## config.mk

```make
export PLATFORM = sky130hd
export DESIGN_NAME = minibus_master_port
export DESIGN_NICKNAME = d
export VERILOG_FILES = /design/src/rtl/minibus_pkg.sv /design/src/rtl/minibus_rdata_extend.sv /design/src/rtl/minibus_master_port.sv
export SDC_FILE = /design/constraint.sdc
export NUM_CORES = 1
export LEC_CHECK = 0
export BUFFER_PORTS_ARGS = -buffer_cell sky130_fd_sc_hd__buf_2
export CORE_ASPECT_RATIO = 0.8
export CORE_MARGIN = 2
export CORE_UTILIZATION = 50
export DETAILED_ROUTE_END_ITERATION = 8
export PLACE_DENSITY_LB_ADDON = 0.08
export SYNTH_ARGS = -nofsm -noshare
export SYNTH_HDL_FRONTEND = slang
export SYNTH_SLANG_ARGS = --single-unit
```

## constraint.sdc

```tcl
create_clock -name clk -period 4 [get_ports clk]
set_input_delay 0.6 -clock clk [delete_from_list [all_inputs] [get_ports clk]]
set_output_delay 0.6 -clock clk [all_outputs]
set_load 0.01 [all_outputs]
```

## src/rtl/minibus_pkg.sv

```systemverilog
// Shared minibus definitions: bus widths, access-width encodings,
// master state encoding and the alignment rule.
package minibus_pkg;

  localparam int ADDR_WIDTH = 32;
  localparam int DATA_WIDTH = 32;

  localparam logic [1:0] WIDTH_BYTE = 2'b00;
  localparam logic [1:0] WIDTH_HALF = 2'b01;
  localparam logic [1:0] WIDTH_WORD = 2'b10;

  typedef enum logic [1:0] {
    IDLE = 2'b00,
    BUS  = 2'b01,
    RESP = 2'b10
  } master_state_t;

  // A request is misaligned if its width is illegal or the address is not
  // a multiple of the access size.
  function automatic logic is_misaligned(input logic [1:0] width,
                                         input logic [1:0] addr_lo);
    logic bad;
    bad = 1'b0;
    case (width)
      WIDTH_BYTE: bad = 1'b0;
      WIDTH_HALF: bad = addr_lo[0];
      WIDTH_WORD: bad = (addr_lo != 2'b00);
      default:    bad = 1'b1;
    endcase
    return bad;
  endfunction

endpackage

```

## src/rtl/minibus_rdata_extend.sv

```systemverilog
// Zero/sign extension of low-aligned minibus read data to the full
// data width according to the access width.
module minibus_rdata_extend
  import minibus_pkg::*;
(
  input  logic [1:0]            width,
  input  logic                  uns,
  input  logic [DATA_WIDTH-1:0] rdata,
  output logic [DATA_WIDTH-1:0] ext
);

  logic signed [7:0]            byte_s;
  logic signed [15:0]           half_s;
  logic signed [DATA_WIDTH-1:0] byte_sx;
  logic signed [DATA_WIDTH-1:0] half_sx;

  assign byte_s  = $signed(rdata[7:0]);
  assign half_s  = $signed(rdata[15:0]);
  // Signed-to-signed assignment performs the sign extension.
  assign byte_sx = byte_s;
  assign half_sx = half_s;

  // Select the extended value for the access width; bits above it are ignored.
  always_comb begin
    ext = rdata;
    case (width)
      WIDTH_BYTE: ext = uns ? {{(DATA_WIDTH-8){1'b0}}, rdata[7:0]}
                            : byte_sx;
      WIDTH_HALF: ext = uns ? {{(DATA_WIDTH-16){1'b0}}, rdata[15:0]}
                            : half_sx;
      default:    ext = rdata;
    endcase
  end

endmodule

```

## src/rtl/minibus_master_port.sv

```systemverilog
// Minibus initiator: accepts one core load/store at a time, holds it on the
// bus until ack/err or timeout, and returns a single registered response.
module minibus_master_port
  import minibus_pkg::*;
#(
  parameter int TIMEOUT_CYCLES = 16
) (
  input  logic                  clk,
  input  logic                  nrst,
  input  logic                  cpu_req_valid,
  output logic                  cpu_req_ready,
  input  logic                  cpu_wen,
  input  logic [ADDR_WIDTH-1:0] cpu_addr,
  input  logic [1:0]            cpu_width,
  input  logic                  cpu_unsigned,
  input  logic [DATA_WIDTH-1:0] cpu_wdata,
  output logic                  cpu_res_valid,
  output logic                  cpu_res_err,
  output logic                  cpu_res_timeout,
  output logic [DATA_WIDTH-1:0] cpu_res_rdata,
  output logic                  bus_wen,
  output logic                  bus_ren,
  output logic [ADDR_WIDTH-1:0] bus_addr,
  output logic [1:0]            bus_width,
  output logic [DATA_WIDTH-1:0] bus_wdata,
  input  logic                  bus_ack,
  input  logic                  bus_err,
  input  logic [DATA_WIDTH-1:0] bus_rdata
);

  localparam int CNT_W = (TIMEOUT_CYCLES > 2) ? $clog2(TIMEOUT_CYCLES) : 1;
  localparam logic [CNT_W-1:0] CNT_LAST = CNT_W'(TIMEOUT_CYCLES - 1);

  master_state_t         state;
  logic [CNT_W-1:0]      cnt;
  logic                  lat_wen;
  logic                  lat_uns;
  logic [DATA_WIDTH-1:0] ext_rdata;
  logic                  tmo_hit;

  // bus_width and lat_uns hold the latched request for the whole BUS state.
  minibus_rdata_extend u_extend (
    .width (bus_width),
    .uns   (lat_uns),
    .rdata (bus_rdata),
    .ext   (ext_rdata)
  );

  assign cpu_req_ready = (state == IDLE);
  assign tmo_hit       = (cnt == CNT_LAST);

  // Request/response FSM; every bus_* and cpu_res_* output is a register.
  always_ff @(posedge clk or negedge nrst) begin
    if (!nrst) begin
      state           <= IDLE;
      cnt             <= '0;
      lat_wen         <= 1'b0;
      lat_uns         <= 1'b0;
      bus_wen         <= 1'b0;
      bus_ren         <= 1'b0;
      bus_addr        <= '0;
      bus_width       <= '0;
      bus_wdata       <= '0;
      cpu_res_valid   <= 1'b0;
      cpu_res_err     <= 1'b0;
      cpu_res_timeout <= 1'b0;
      cpu_res_rdata   <= '0;
    end else begin
      cpu_res_valid <= 1'b0;
      case (state)
        IDLE: begin
          if (cpu_req_valid) begin
            lat_wen <= cpu_wen;
            lat_uns <= cpu_unsigned;
            cnt     <= '0;
            if (is_misaligned(cpu_width, cpu_addr[1:0])) begin
              // Local error: the request never appears on the bus.
              state           <= RESP;
              cpu_res_valid   <= 1'b1;
              cpu_res_err     <= 1'b1;
              cpu_res_timeout <= 1'b0;
              cpu_res_rdata   <= '0;
            end else begin
              state     <= BUS;
              bus_addr  <= cpu_addr;
              bus_width <= cpu_width;
              bus_wdata <= cpu_wdata;
              bus_wen   <= cpu_wen;
              bus_ren   <= ~cpu_wen;
            end
          end
        end
        BUS: begin
          cnt <= cnt + 1'b1;
          if (bus_err || bus_ack || tmo_hit) begin
            state           <= RESP;
            bus_wen         <= 1'b0;
            bus_ren         <= 1'b0;
            cpu_res_valid   <= 1'b1;
            // err dominates ack; timeout only when neither arrived.
            cpu_res_err     <= bus_err || !bus_ack;
            cpu_res_timeout <= !bus_err && !bus_ack;
            cpu_res_rdata   <= (!bus_err && bus_ack && !lat_wen) ? ext_rdata : '0;
          end
        end
        RESP:    state <= IDLE;
        default: state <= IDLE;
      endcase
    end
  end

endmodule

```

; ---- Word level (Yosys, flattened, before mapping)
; Index checks and enable logic that the tools add are counted.
[word_totals]
out_inout_bits = 104
input_bits = 105
elab_cells = 81
reg_bits = 111
[op_classes]
add_sub_neg = 1
muxes = 36
eq_ne = 9
bitwise = 2
n_reduce_logical = 20
[op_table]
columns = operator, count
row1 = $mux W32, 6
row2 = $pmux W32 S2, 2
row3 = $mux W1, 16
row4 = $pmux W1 S2, 5
row5 = $pmux W4 S2, 1
row6 = $reduce_and A4 Y1, 2
row7 = $eq A2 B1 Y1 const B, 3
row8 = $logic_not A2 Y1, 3
row9 = $mux W2, 3
row10 = $ne A2 B2 Y1 const B, 3
row11 = $reduce_and A2 Y1, 3
row12 = $add A4 B1 Y4 const B, 1
row13 = $eq A4 B4 Y1 const B, 1
row14 = $mux W4, 1
row15 = $pmux W2 S2, 1
row16 = $reduce_bool A2 Y1, 2
row17 = $logic_and A1 B1 Y1, 3
row18 = $logic_not A1 Y1, 3
row19 = $logic_or A1 B1 Y1, 3
row20 = $pmux W1 S3, 1
row21 = $reduce_and A3 Y1, 1
row22 = $eq A2 B2 Y1 const B, 1
row23 = $ne A2 B1 Y1 const B, 1
row24 = $not A1 Y1, 2

; ---- Logic depth before layout (Yosys ltp)
; Gate-level depths: netlist (run 1).
[logic_depth]
depth_word = 7
depth_mapped = 6
mapped_depth_nobuf = 6

; ---- Cells and area by module
; A second synthesis (run 1) with hierarchy kept.
[hier_totals]
hier_cells = 337
hier_area_um2 = 4608.2
[modules_own_cells]
columns = module, seq_area_each_um2, cells_per_inst, n_inst, area_per_inst_um2
row1 = minibus_master_port, 2777.7, 270, 1, 4252.8
row2 = minibus_rdata_extend, 0.0, 67, 1, 355.3

; ---- Worst setup path before layout (run 1)
; Ideal clock, no wire load.
[synth_timing]
path_kind = input port to flip-flop
from = input cpu_req_valid
to = register bus_addr[1]
n_path_buf = 2
setup_time_ns = 0.125
arrival_time_ns = 1.674
slack_ns = 2.201
stages = 6
t_required_ns = 3.875
cell_sequence = nor2b_1 > and2b_4 > o21ai_2 > buf_4 > buf_4 > mux2_2
[synth_via]
elab_chain_cells = 1
[synth_rtl]
columns = element, line
row1 = from (decl), minibus_master_port.sv:10  ; input logic cpu_req_valid,
row2 = $reduce_and A3 Y1 (no source line), -
row3 = to (signal assigned), minibus_master_port.sv:85  ; bus_addr <= cpu_addr;
row4 = to (decl), minibus_master_port.sv:23  ; output logic [ADDR_WIDTH-1:0] bus_addr,
; Every way passes these cells.
; A chain may end at the register's enable or synchronous reset.

; ---- Final worst setup path (run 1)
[layout_timing]
from = register cnt[0]
to = register cpu_res_rdata[29]
[layout_via]
elab_chain_cells = 4
[layout_rtl]
columns = element, line
row1 = from (decl), minibus_master_port.sv:35  ; logic [CNT_W-1:0] cnt;
row2 = from (signal assigned), minibus_master_port.sv:94  ; cnt <= cnt + 1'b1;
row3 = $eq A4 B4 Y1, minibus_master_port.sv:50  ; assign tmo_hit = (cnt == CNT_LAST);
row4 = $logic_or A1 B1 Y1, minibus_master_port.sv:95  ; if (bus_err || bus_ack || tmo_hit) begin
row5 = $ne A2 B2 Y1 (no source line), -
row6 = $reduce_and A4 Y1 (no source line), -
row7 = to (signal assigned), minibus_master_port.sv:103  ; cpu_res_rdata <= (!bus_err && bus_ack && !lat_wen) ? ext_rdata : '0;
row8 = to (decl), minibus_master_port.sv:20  ; output logic [DATA_WIDTH-1:0] cpu_res_rdata,
; Every way passes these cells.

==> results of run 1 <==
[report_power, final]
group	internal, mW	leakage [nW]	total (mW)	switching, mW
Sequential	1.41	1.39	1.59	0.184
Combinational	0.493	1.49	0.950	0.457
Clock	0.298	0.0985	0.670	0.372
[synthesized netlist by cell type (all sizes together)]
| cell type | count | area [µm²] |
|---|---|---|
| a21o | 1 | 7.510 |
| a21oi | 2 | 10.01 |
| a22o | 18 | 157.7 |
| a2bb2oi | 2 | 23.77 |
| and2b | 1 | 10.01 |
| and3 | 1 | 6.260 |
| buf | 13 | 68.81 |
| clkbuf | 4 | 15.01 |
| dfrtp | 111 | 2778 |
| ha | 1 | 12.51 |
| inv | 6 | 22.52 |
| mux2 | 69 | 777.0 |
| mux2i | 2 | 20.02 |
| nand2 | 10 | 37.54 |
| nand2b | 2 | 20.02 |
| nand3 | 1 | 5.000 |
| nor2 | 4 | 15.01 |
| nor2b | 17 | 106.4 |
| nor3 | 3 | 15.01 |
| nor4b | 1 | 23.77 |
| o21ai | 13 | 72.57 |
| o21bai | 1 | 7.510 |
| o22ai | 2 | 12.51 |
| o2bb2ai | 16 | 140.1 |
| o31ai | 1 | 7.510 |
| o41ai | 1 | 8.760 |
| or4b | 1 | 10.01 |
[kinds of logic after synthesis]
group           count (synthesis)  synth area share (%)
flops                         111                 63.27
mux                            71                 18.15
compound gates                 57                 10.20
simple gates                   41                 5.671
buf+inv                        23                 2.422
fa+ha+maj                       1                0.2849
[layer usage]
metal	wire [µm]	vias to the layer above	track usage, %
met1	4151	1588	27.19
li1	-	1502	-
met4	259	0	8.741
met2	4739	146	35.28
met5	0	-	0
met3	1014	23	8.631
[worst max-delay path, stage by stage (launching register included)]
cell and delay [ns]:
dfrtp_1 0.42, ha_1 0.24, and3_1 0.17, o31ai_1 0.33, a2bb2oi_2 0.71, buf_4 0.36, o2bb2ai_1 0.15
[stage by stage]
| step | util, % | power, mW |
|---|---|---|
| 5_1_grt | 67.27 | 3.417 |
| 3_5_place_dp | 64.96 | 2.576 |
| 2_1_floorplan | - | 2.116 |
| 3_3_place_gp | 64.96 | 2.534 |
| 4_1_cts | 67.27 | 3.251 |
| 6_report | 67.27 | 3.210 |
[flip-flops by register name (all words and copies together) (netlist names), 2 cells and up]
name / cells
bus_wdata: 32
bus_width: 2
bus_addr: 32
cnt: 4
cpu_res_rdata: 32
state: 2
[worst min-delay path by stage]
stage | end | slack [ns] | depth (start not counted)
final | bus_addr[30] | 0.15 | 1
after global routing | bus_wdata[31] | 0.16 | 1
after CTS | bus_wdata[31] | 0.15 | 1
after detailed placement | cpu_res_rdata[22] | 0.47 | 1
after global placement | cpu_res_timeout | 0.46 | 1
after floorplan | bus_addr[0] | 0.30 | 0
[area by class of cell]
class / instances / area (µm²)
Clock buffer: 11 / 131.4
Clock inverter: 5 / 65.06
Fill cell: 667 / 2789
Inverter: 6 / 22.52
Multi-Input combinational cell: 170 / 1514
Sequential cell: 111 / 2778
Tap cell: 112 / 140.1
Timing Repair Buffer: 213 / 1081
==> results.cfg, run 1 <==
[global_route]
antenna_found_initial = 0
grt_max_degree = 51
grt_pass1_vias = 3403
grt.overflow.total = 0
grt_pass1_wl_um = 16170
grtUsageTotal_pct = 22.04

[yosys]
synthCells = 304
syn_area_um2 = 4390
ys.warnings.count = 0
synth_seq_cells = 111
syn_area_per_cell_um2 = 14.44
ys_seq_area_share_pct = 63.27
syn_nets = 410
synth.distinct_cells = 34

[sta]
finalHoldViolCount = 0
finalSetupTns_ns = 0
fmax_ghz = 0.4053
fin_ws_ns = 1.533
finClkSkew_ns = 0.009402
tightest_slew_ns = 0.9004
slew_viol_final = 0
worst_hold_slack_ns = 0.1476
finalSetupViolations = 0
rsz0062_at_grt = no
finalCritPeriodShare_pct = 61.69
period_minus_slack_ns = 2.467
slew_headroom_pct = 39.92

[setup_path]
cp-end-kind = flip-flop
crit_end = cpu_res_rdata[29]
rr_startpoint = cnt[0]
worst_r2r_endpoint = cpu_res_rdata[29]
worstSetupPathType = reg2reg
startpoint_type = flip-flop
cp.required_ns = 4.28
ff2ff_setup_slack_ns = 1.53
worstPathArrival_ns = 2.75
cp-startpoint = cnt[0]
rr_worst_depth = 6
crit_fanout = 19

[floorplanning]
initial_core_util_pct = 51.53
dieArea_um2 = 9551
die_y_um = 87.82
core.rowCount = 30
core_um2 = 8521
die_width_um = 108.8
io_pins = 209

[power]
leakagePower_nw = 2.979
power.density_nw_per_um2 = 560.1
ir_drop_mv = 0.2683

[place]
port_buffers = 208
postPlaceCellArea_um2 = 5535
dp_slack_ns = 1.381
dp_hpwl_um = 7555
gp_congestion = 0.8072
place_inst = 612

[clock_network]
cts-buffers-inserted = 9
clock_sinks = 111
cts_hold_buf = 0
cts_max_level = 3
post_cts_buffers = 0
clock_latency_ns = 0.36
cts_resized = 0
root_buffer = clkbuf_8
clkTransAtPathRegs_ns = 0.10
ctsLongestPathBuffers = 2
cts_tree = built

[drt]
drt.antenna.violating_nets = 0
vias_per_cell = 5.189
drtIter0Drc = 128
drcViolationCount = 0
wl_um = 10160
vias = 3259
wire_per_inst_um = 16.18
drt-pass1-iter-count = 4

[finish]
final_common_cell = buf_2
nNetsFinal = 617
fin_cells = 628
diodes = 0
final_area_um2 = 5732
final_cell_mix = 207 x buf_2, 111 x dfrtp_1, 67 x mux2_2, 18 x a22o_1, 17 x nor2b_1
drive_above_1_share_pct = 58.53
synthToLayoutAreaGrowth_pct = 30.55

[status]
status = finished, final reports clean

[worst_hold_path]
hp-class = in2async

[run]
cap_violations = 0
No activity file was read; power rests on OpenSTA's default activity.
==> run 2, diff against run 1 <==
Settings changed: CORE_UTILIZATION 50 to 46.
Clock period 4 ns to 2.5 ns, I/O delays scaled along.
==> run 2 against run 1 <==
  * The run now ends with design-rule violations left
  * Combinational power increased by 65%
  * Maximum frequency increased by 24%
  * Clock skew decreased by 0.0042 ns
  * Cell count increased by 0.80%
  * Critical path depth unchanged
  * First-iteration DRC count increased by 47%
  * Non-clock buffer count increased by 2
  * Worst setup slack got worse by 1.0 ns
  * Largest cell class unchanged
==> results.cfg, run 2 (synthesized netlist as in run 1, its figures left out) <==
[sta]
period_minus_slack_ns = 1.992
finalSetupTns_ns = 0
fmax_ghz = 0.5021
tightest_slew_ns = 0.7507
rsz0062_at_grt = no
slew_viol_final = 0
finalHoldViolCount = 0
slew_headroom_pct = 49.95
finalSetupViolations = 0
finalCritPeriodShare_pct = 79.66
finClkSkew_ns = 0.005199

[global_route]
grt.overflow.total = 0
grt_max_degree = 58
grt_pass1_wl_um = 16400
grt_pass1_vias = 3233
antenna_found_initial = 0
grtUsageTotal_pct = 20.15

[finish]
fin_cells = 633
utilization_pct = 64.22
nNetsFinal = 619
synthToLayoutAreaGrowth_pct = 33.88
fillers = 727
top_regs = bus_addr: 32 flops, bus_wdata: 32 flops, cpu_res_rdata: 32 flops
drive_above_1_share_pct = 59.07
final_cell_mix = 207 x buf_2, 111 x dfrtp_1, 67 x mux2_2, 18 x a22o_1, 17 x nor2b_1
final_common_cell = buf_2
diodes = 0

[floorplanning]
dieArea_um2 = 10350
core.rowCount = 31
core_um2 = 9154
io_pins = 209
die_y_um = 91.38
die_width_um = 113.2
initial_core_util_pct = 47.96

[setup_path]
ff2ff_setup_slack_ns = 0.51
slowest_delay_ns = 0.41
crit_family = compound AO/OA/AOI/OAI gates
cp-end-kind = flip-flop
worstPathCellList = ha_1 > and3_1 > o31ai_1 > a2bb2oi_2 > buf_4 > a22o_1
crit_fanout = 33
startpoint_type = flip-flop
cp_slowest_cell = dfrtp_1
cp.required_ns = 2.78
worstSetupPathType = reg2reg
worstPathArrival_ns = 2.27
path_buf_inv = 1

[place]
port_buffers = 208
dp_hpwl_um = 7335
gp_congestion = 0.7903
place_inst = 617

[clock_network]
cts_tree = built
root_buffer = clkbuf_16
post_cts_buffers = 0
ctsLongestPathBuffers = 2
clock_latency_ns = 0.34
clock_sinks = 111
cts_max_level = 3
clkTransAtPathRegs_ns = 0.07
cts-buffers-inserted = 9
cts_hold_buf = 0
cts_resized = 0

[power]
ir_drop_mv = 0.5215
power.density_nw_per_um2 = 932.8
leakagePower_nw = 3.045

[drt]
drtIter0Drc = 188
vias = 3215
drt.antenna.violating_nets = 0
drt-pass1-iter-count = 7
wire_per_inst_um = 15.92
drcViolationCount = 14
wl_um = 10080
vias_per_cell = 5.079

[worst_hold_path]
hp-class = in2async

[status]
violations = design-rule violations
status = finished, violations left

[run]
cap_violations = 0
==> run 2: cell count changes in the layout (fill, tap and decap cells not counted), sizes merged <==
cell and change:
clkinv +1, clkinvlp +2, inv -2, buf +2, clkbuf -1
==> run 2: layer usage <==
metal	vias to the layer above	track usage, %	part of all wire, %
met5	-	0	0
met4	0	8.130	2.2
met3	18	8.211	10
met2	142	30.39	47
li1	1506	-	-
met1	1549	25.92	41
==> run 2: worst paths after layout <==
path                                    from                 to  cells after the start
hold / removal                          nrst   cpu_res_rdata[4]                      1
setup reg to reg                      cnt[0]   cpu_res_rdata[5]                      6
max in group asynchronous               nrst      bus_wdata[24]                      2
min in group clk                 cpu_addr[7]        bus_addr[7]                      2
hold reg to reg            cpu_res_rdata[27]  cpu_res_rdata[27]                      1
setup / recovery                      cnt[0]   cpu_res_rdata[5]                      6
==> run 2: power by group <==
group,switching (mW),total [mW],internal (mW)
combinational,0.763,1.57,0.802
clock,0.621,1.42,0.799
sequential,0.243,2.50,2.26
==> run 2: metrics by stage <==
step / power, mW / hold WS (ns) / setup WS, ns / area [µm²]
finish: 5.483 / 0.09340 / 0.5085 / 5878
detailed placement: 4.127 / 0.4695 / 0.5418 / 5579
global placement: 4.080 / 0.4652 / 0.6132 / 5579
global route: 5.823 / 0.1460 / 0.3826 / 5878
floorplan: 3.386 / 0.07941 / 0.7175 / 4390
CTS: 5.569 / 0.1201 / 0.5127 / 5878
==> run 2: final cells by class <==
| class | count | area [µm²] | area share, % |
|---|---|---|---|
| clock buffer | 10 | 239.0 | 4.066 |
| clock inverter | 6 | 60.06 | 1.022 |
| inverter | 6 | 22.52 | 0.3831 |
| multi-input combinational | 170 | 1514 | 25.76 |
| sequential | 111 | 2778 | 47.25 |
| tap | 115 | 143.9 | 2.448 |
| timing repair buffer | 215 | 1121 | 19.07 |
